`config.mk`:
```
export PLATFORM = sky130hd
export DESIGN_NAME = imem_port_arbiter_flat
export DESIGN_NICKNAME = d
export VERILOG_FILES = /design/src/rtl/imem_port_arbiter_if.sv /design/src/rtl/imem_port_arbiter.sv /design/src/flat_wrapper.sv
export SDC_FILE = /design/constraint.sdc
export NUM_CORES = 1
export LEC_CHECK = 0
export CAP_MARGIN = 0
export CORE_MARGIN = 4
export CORE_UTILIZATION = 36
export DETAILED_ROUTE_END_ITERATION = 10
export PLACE_DENSITY = 0.92
export SLEW_MARGIN = 15
export SYNTH_ARGS = -nofsm -noshare
export SYNTH_HDL_FRONTEND = slang
export SYNTH_SLANG_ARGS = --single-unit
```
`constraint.sdc`:
```
create_clock -name clk -period 2.1 [get_ports clk]
set_input_delay 0.21 -clock clk [delete_from_list [all_inputs] [get_ports clk]]
set_output_delay 0.21 -clock clk [all_outputs]
set_load 0.03 [all_outputs]
```
`src/rtl/imem_port_arbiter_if.sv`:
```
// imem_port_arbiter_if
// Bundles the requester, redirect and instruction-memory signals of the
// instruction memory port arbiter.
//   master : testbench / SoC side. Drives FetchReq, FetchAddr, Flush,
//            DbgReq, DbgAddr and MemInst; observes grants, responses
//            and MemAddr.
//   slave  : the arbiter itself (opposite directions).
interface imem_port_arbiter_if #(
    parameter int ADDR_W = 32
);
    logic              FetchReq;
    logic [ADDR_W-1:0] FetchAddr;
    logic              Flush;
    logic              FetchGrant;
    logic              FetchValid;
    logic [31:0]       FetchInst;
    logic              DbgReq;
    logic [ADDR_W-1:0] DbgAddr;
    logic              DbgGrant;
    logic              DbgValid;
    logic [31:0]       DbgInst;
    logic [ADDR_W-1:0] MemAddr;
    logic [31:0]       MemInst;

    modport master (
        output FetchReq, FetchAddr, Flush, DbgReq, DbgAddr, MemInst,
        input  FetchGrant, FetchValid, FetchInst,
        input  DbgGrant, DbgValid, DbgInst, MemAddr
    );

    modport slave (
        input  FetchReq, FetchAddr, Flush, DbgReq, DbgAddr, MemInst,
        output FetchGrant, FetchValid, FetchInst,
        output DbgGrant, DbgValid, DbgInst, MemAddr
    );
endinterface

```
`src/rtl/imem_port_arbiter.sv`:
```
// imem_port_arbiter
// Shares the single combinational instruction memory read port between the
// IF-stage fetch unit and the debug/monitor reader. Each cycle at most one
// requester is granted; the word returned by the memory is registered into
// the winner's Inst register and flagged valid for exactly one cycle.
// A starvation counter forces a debug slot after STARVE_LIMIT consecutive
// fetch wins while debug waits, and Flush suppresses a fetch grant.
// Ports:
//   clk    : system clock, rising edge
//   rst_n  : asynchronous, active-low reset
//   bus    : imem_port_arbiter_if.slave (requests, grants, responses,
//            memory address/data)
module imem_port_arbiter #(
    parameter int STARVE_LIMIT = 4,
    parameter int ADDR_W       = 32
) (
    input  logic                  clk,
    input  logic                  rst_n,
    imem_port_arbiter_if.slave    bus
);

    localparam logic [3:0] LIMIT = 4'(STARVE_LIMIT);

    logic              fetch_ok;
    logic              fetch_grant;
    logic              dbg_grant;
    logic [ADDR_W-1:0] mem_addr;
    logic [3:0]        starve_cnt;
    logic [3:0]        starve_cnt_next;
    logic              fetch_valid;
    logic              dbg_valid;
    logic [31:0]       fetch_inst;
    logic [31:0]       dbg_inst;

    // Grant selection and address mux. Grants are held low while in reset
    // so nothing downstream sees a port owner during reset.
    always_comb begin
        fetch_ok    = bus.FetchReq & ~bus.Flush;
        fetch_grant = 1'b0;
        dbg_grant   = 1'b0;
        mem_addr    = '0;
        if (rst_n) begin
            if (bus.DbgReq && ((starve_cnt == LIMIT) || !fetch_ok)) begin
                dbg_grant = 1'b1;
            end else if (fetch_ok) begin
                fetch_grant = 1'b1;
            end
        end
        if (dbg_grant) begin
            mem_addr = {bus.DbgAddr[ADDR_W-1:2], 2'b00};
        end else if (fetch_grant) begin
            mem_addr = {bus.FetchAddr[ADDR_W-1:2], 2'b00};
        end
    end

    // Starvation counter: counts fetch wins while debug is waiting and
    // saturates at the limit, which is what forces the debug slot.
    always_comb begin
        starve_cnt_next = starve_cnt;
        if (dbg_grant || !bus.DbgReq) begin
            starve_cnt_next = 4'd0;
        end else if (fetch_grant && (starve_cnt < LIMIT)) begin
            starve_cnt_next = starve_cnt + 4'd1;
        end
    end

    // Response registers: the loser keeps its previous instruction word,
    // only its valid flag drops.
    always_ff @(posedge clk or negedge rst_n) begin
        if (!rst_n) begin
            starve_cnt  <= 4'd0;
            fetch_valid <= 1'b0;
            dbg_valid   <= 1'b0;
            fetch_inst  <= 32'd0;
            dbg_inst    <= 32'd0;
        end else begin
            starve_cnt  <= starve_cnt_next;
            fetch_valid <= fetch_grant;
            dbg_valid   <= dbg_grant;
            if (fetch_grant) begin
                fetch_inst <= bus.MemInst;
            end
            if (dbg_grant) begin
                dbg_inst <= bus.MemInst;
            end
        end
    end

    assign bus.FetchGrant = fetch_grant;
    assign bus.DbgGrant   = dbg_grant;
    assign bus.MemAddr    = mem_addr;
    assign bus.FetchValid = fetch_valid;
    assign bus.FetchInst  = fetch_inst;
    assign bus.DbgValid   = dbg_valid;
    assign bus.DbgInst    = dbg_inst;

endmodule

```
`src/flat_wrapper.sv`:
```
// flat-port wrapper written by rule: the top's interface ports become plain ports
module imem_port_arbiter_flat 
#(
    parameter int STARVE_LIMIT = 4,
    parameter int ADDR_W       = 32
)
  (clk, rst_n, bus_FetchReq, bus_FetchAddr, bus_Flush, bus_DbgReq, bus_DbgAddr, bus_MemInst, bus_FetchGrant, bus_FetchValid, bus_FetchInst, bus_DbgGrant, bus_DbgValid, bus_DbgInst, bus_MemAddr);
  imem_port_arbiter_if #(.ADDR_W(ADDR_W)) bus_i ();
  input  logic clk;
  input  logic rst_n;
  input wire logic [$bits(bus_i.FetchReq)-1:0] bus_FetchReq;
  input wire logic [$bits(bus_i.FetchAddr)-1:0] bus_FetchAddr;
  input wire logic [$bits(bus_i.Flush)-1:0] bus_Flush;
  input wire logic [$bits(bus_i.DbgReq)-1:0] bus_DbgReq;
  input wire logic [$bits(bus_i.DbgAddr)-1:0] bus_DbgAddr;
  input wire logic [$bits(bus_i.MemInst)-1:0] bus_MemInst;
  output wire logic [$bits(bus_i.FetchGrant)-1:0] bus_FetchGrant;
  output wire logic [$bits(bus_i.FetchValid)-1:0] bus_FetchValid;
  output wire logic [$bits(bus_i.FetchInst)-1:0] bus_FetchInst;
  output wire logic [$bits(bus_i.DbgGrant)-1:0] bus_DbgGrant;
  output wire logic [$bits(bus_i.DbgValid)-1:0] bus_DbgValid;
  output wire logic [$bits(bus_i.DbgInst)-1:0] bus_DbgInst;
  output wire logic [$bits(bus_i.MemAddr)-1:0] bus_MemAddr;
  assign bus_i.FetchReq = bus_FetchReq;
  assign bus_i.FetchAddr = bus_FetchAddr;
  assign bus_i.Flush = bus_Flush;
  assign bus_i.DbgReq = bus_DbgReq;
  assign bus_i.DbgAddr = bus_DbgAddr;
  assign bus_i.MemInst = bus_MemInst;
  assign bus_FetchGrant = bus_i.FetchGrant;
  assign bus_FetchValid = bus_i.FetchValid;
  assign bus_FetchInst = bus_i.FetchInst;
  assign bus_DbgGrant = bus_i.DbgGrant;
  assign bus_DbgValid = bus_i.DbgValid;
  assign bus_DbgInst = bus_i.DbgInst;
  assign bus_MemAddr = bus_i.MemAddr;
  imem_port_arbiter #(.STARVE_LIMIT(STARVE_LIMIT), .ADDR_W(ADDR_W)) u_core (.clk(clk), .rst_n(rst_n), .bus(bus_i));
endmodule
```
==> flow_metrics.tcl <==
set metrics [dict create \
    run_status "finished with violations" \
    violations "setup timing" \
    timing.fmax_mhz 453 \
    cp_cell_sequence "inv_2, ha_4, and4b_2, a21oi_2, nor2b_4, buf_12, clkbuf_16, a22o_1, buf_6" \
    setup_viol 30 \
    synth_top_family_by_area "multiplexers" \
    synth_xor_area_share_pct 0.292 \
    yosysWarnings 0 \
    initial_core_util_pct 36.7 \
    synth-compound-area-share_pct 9.25 \
    synth_cell_types 22 \
    synthMuxAreaShare_pct 24.3 \
    min_period_over_period_pct 105 \
    wire_per_inst_um 18.5 \
    antenna_found_initial 0 \
    numCtsBuffers 9 \
    synth_edf_count 0 \
    port_buffers 194 \
    cts_root_buf "clkbuf_8" \
    fin_worst_skew_ns 0.0126 \
    io_pins 201 \
    slew_headroom_pct 45.1 \
    insertion_delay_ns 0.33 \
    synth_simple_gate_area_share_pct 2.83 \
    num_vias 2548 \
    dieArea_mm2 0.00987 \
    htreeDepth 3 \
    cap_violations 0 \
    grt_pass1_wl_mm 14.7 \
    rows 33 \
    dp.cells 490 \
    start_kind "flop" \
    finalNonFillerCells 525 \
    drv_slew 0 \
    grt_use_total_pct 18.9 \
    power_density_mw_per_mm2 797 \
    async_flop_share_pct 100 \
    netlist_top_cells_area "dfrtp_1 (58%), mux2_2 (14%), mux2_1 (10%)" \
    holdWs_ns 0.149 \
    fin_crit_ns 2.21 \
    gp_congestion 0.716 \
    drtAntennaViolNets 0 \
    worstPathMaxFanout 5 \
    synth_seq_cells 70 \
    synth_ff_type "dfrtp_1" \
    drive_above_1_share_pct 27.4 \
    rsz0062_at_grt "true" \
    vias_per_cell 4.85 \
    die_h_um 99.3 \
    crit_arrival_ns 2.00 \
    synth_commonest_cells "dfrtp_1 (70), mux2_2 (37), a22o_1 (30)" \
    synth_most_common_cell "dfrtp_1" \
    cp.required_ns 1.89 \
    grt_max_degree 67 \
    synth_area_mm2 0.00300 \
    fillers 576 \
    p_leak_nw 2.34 \
    drt-initial-drc-count 52 \
    first_pass_iters 4 \
    fin_nets 518 \
    worst_pin_slew_ns 0.823 \
    critPathSlowestCell "dfrtp_1" \
    synth_top_area_cell "dfrtp_1" \
    overflow 0 \
    dp_slack_ns 0.114 \
    antenna_cells 0 \
    die_w_um 99.3 \
    synth_top_cell_area_share_pct 58.3 \
    cts_buffer_depth 2 \
    core_mm2 0.00818 \
    syn_inst 199 \
    grt_pass1_vias 2776 \
    final_util_pct 67.5 \
    wirelength_mm 9.73 \
    hold_viol 0 \
    synthAdderAreaFrac_pct 0.833 \
    fin_ws_ns -0.109 \
    endpoint_kind "output port" \
    hold_path_class "in -> async" \
    path_clk_slew_ns 0.07 \
    drc 0 \
    cts.sinks 70 \
    vdd_drop_max_uv 579 \
    path_class "reg -> out" \
    ys_seq_area_share_pct 58.3 \
    place_hpwl_mm 6.54 \
    synth_area_per_cell_um2 15.1 \
    slowest_delay_ns 0.37 \
    cts_tree "done" \
    syn2layout_area_growth_pct 83.8 \
]
[critical path: cells and delay by family, from the launching register on]
| family | cells | cell delay, ns |
|---|---|---|
| and+or+nand+nor | 2 | 0.32 |
| DFF | 1 | 0.37 |
| AOI/OAI and AO/OA | 2 | 0.36 |
| adders and majority gates | 1 | 0.14 |
| buffers and inverters | 4 | 0.48 |
[through the flow]
| stage | cell area (um^2) | setup TNS, ns | power, mW |
|---|---|---|---|
| global route | 5520 | -5.16 | 4.59 |
| floorplan | 3010 | 0 | 2.53 |
| detailed placement | 4980 | 0 | 3.35 |
| finish | 5520 | -2.79 | 4.40 |
| CTS | 5380 | -2.01 | 4.40 |
| global placement | 4980 | 0 | 3.31 |
[layout make-up]
type / count / area (um^2) / area share, %
inverter: 3 / 11.3 / 0.204
clock inverter: 2 / 16.3 / 0.295
multi-input combinational: 112 / 1150 / 20.9
tap: 105 / 131 / 2.38
sequential: 70 / 1750 / 31.7
clock buffer: 14 / 163 / 2.95
timing repair buffer: 219 / 2290 / 41.6
[kinds of logic (layout without fill, tap and decap cells)]
kind of cell / Yosys count / count (layout)
buffers and inverters: 18 / 238
AOI/OAI and AO/OA: 32 / 32
adders and majority gates: 2 / 2
DFF: 70 / 70
muxes: 65 / 65
other: 1 / 2
and+or+nand+nor: 10 / 10
xor gates and xnor gates: 1 / 1
[flip-flops by register name, summed over array words and instances (netlist names)]
signal / count
u_core.bus.FetchValid: 1
u_core.bus.FetchInst: 32
u_core.starve_cnt: 4
u_core.bus.DbgValid: 1
u_core.bus.DbgInst: 32
[final timing paths]
kind,from,end,cells after the start,slack [ns]
worst min-delay path,rst_n,u_core.bus.FetchInst[28],2,0.15
min in group clk,rst_n,u_core.bus.FetchValid,4,0.45
worst min register to register,u_core.bus.DbgInst[0],u_core.bus.DbgInst[0],1,0.49
worst max-delay path,u_core.starve_cnt[1],bus_MemAddr[4],9,-0.11
max in group asynchronous,rst_n,u_core.bus.DbgInst[2],2,1.42
worst max register to register,u_core.starve_cnt[1],u_core.bus.DbgInst[31],9,0.11
[metal layers]
layer,vias up,GRT usage (%),wire length [um]
met5,-,0,0
met4,0,5.99,170
met3,17,6.31,703
met2,98,33.1,5130
met1,1271,21.9,3730
li1,1162,-,-
[power breakdown]
group | leakage, nW | internal [mW] | switching (mW)
clock | 0.0869 | 0.498 | 0.497
combinational | 1.42 | 0.837 | 0.873
sequential | 0.837 | 1.58 | 0.116
total | 2.34 | 2.91 | 1.49
[what timing repair did]
item,in CTS,in global routing
resized for setup,36,4
hold endpoints to repair,4,0
pin swaps,1,4
setup buffers,7,7
cloned,1,4
hold buffers,1,0
endpoints found under the setup margin,31,38
[placed cells by master (no fill, tap or decap), types with 2 or more instances in the layout]
master           netlist  final
clkbuf_8               0     11
buf_12                 0      5
mux2_2                37     37
buf_4                  9     14
a22o_1                30     30
buf_6                  2     33
nor3b_1                4      4
mux2_1                27     26
conb_1                 1      2
clkbuf_16              0      3
dfrtp_1               70     70
inv_2                  0      2
clkdlybuf4s50_1        0    161
clkbuf_1               1      3
Note: power is estimated with default switching activity, not from simulation.
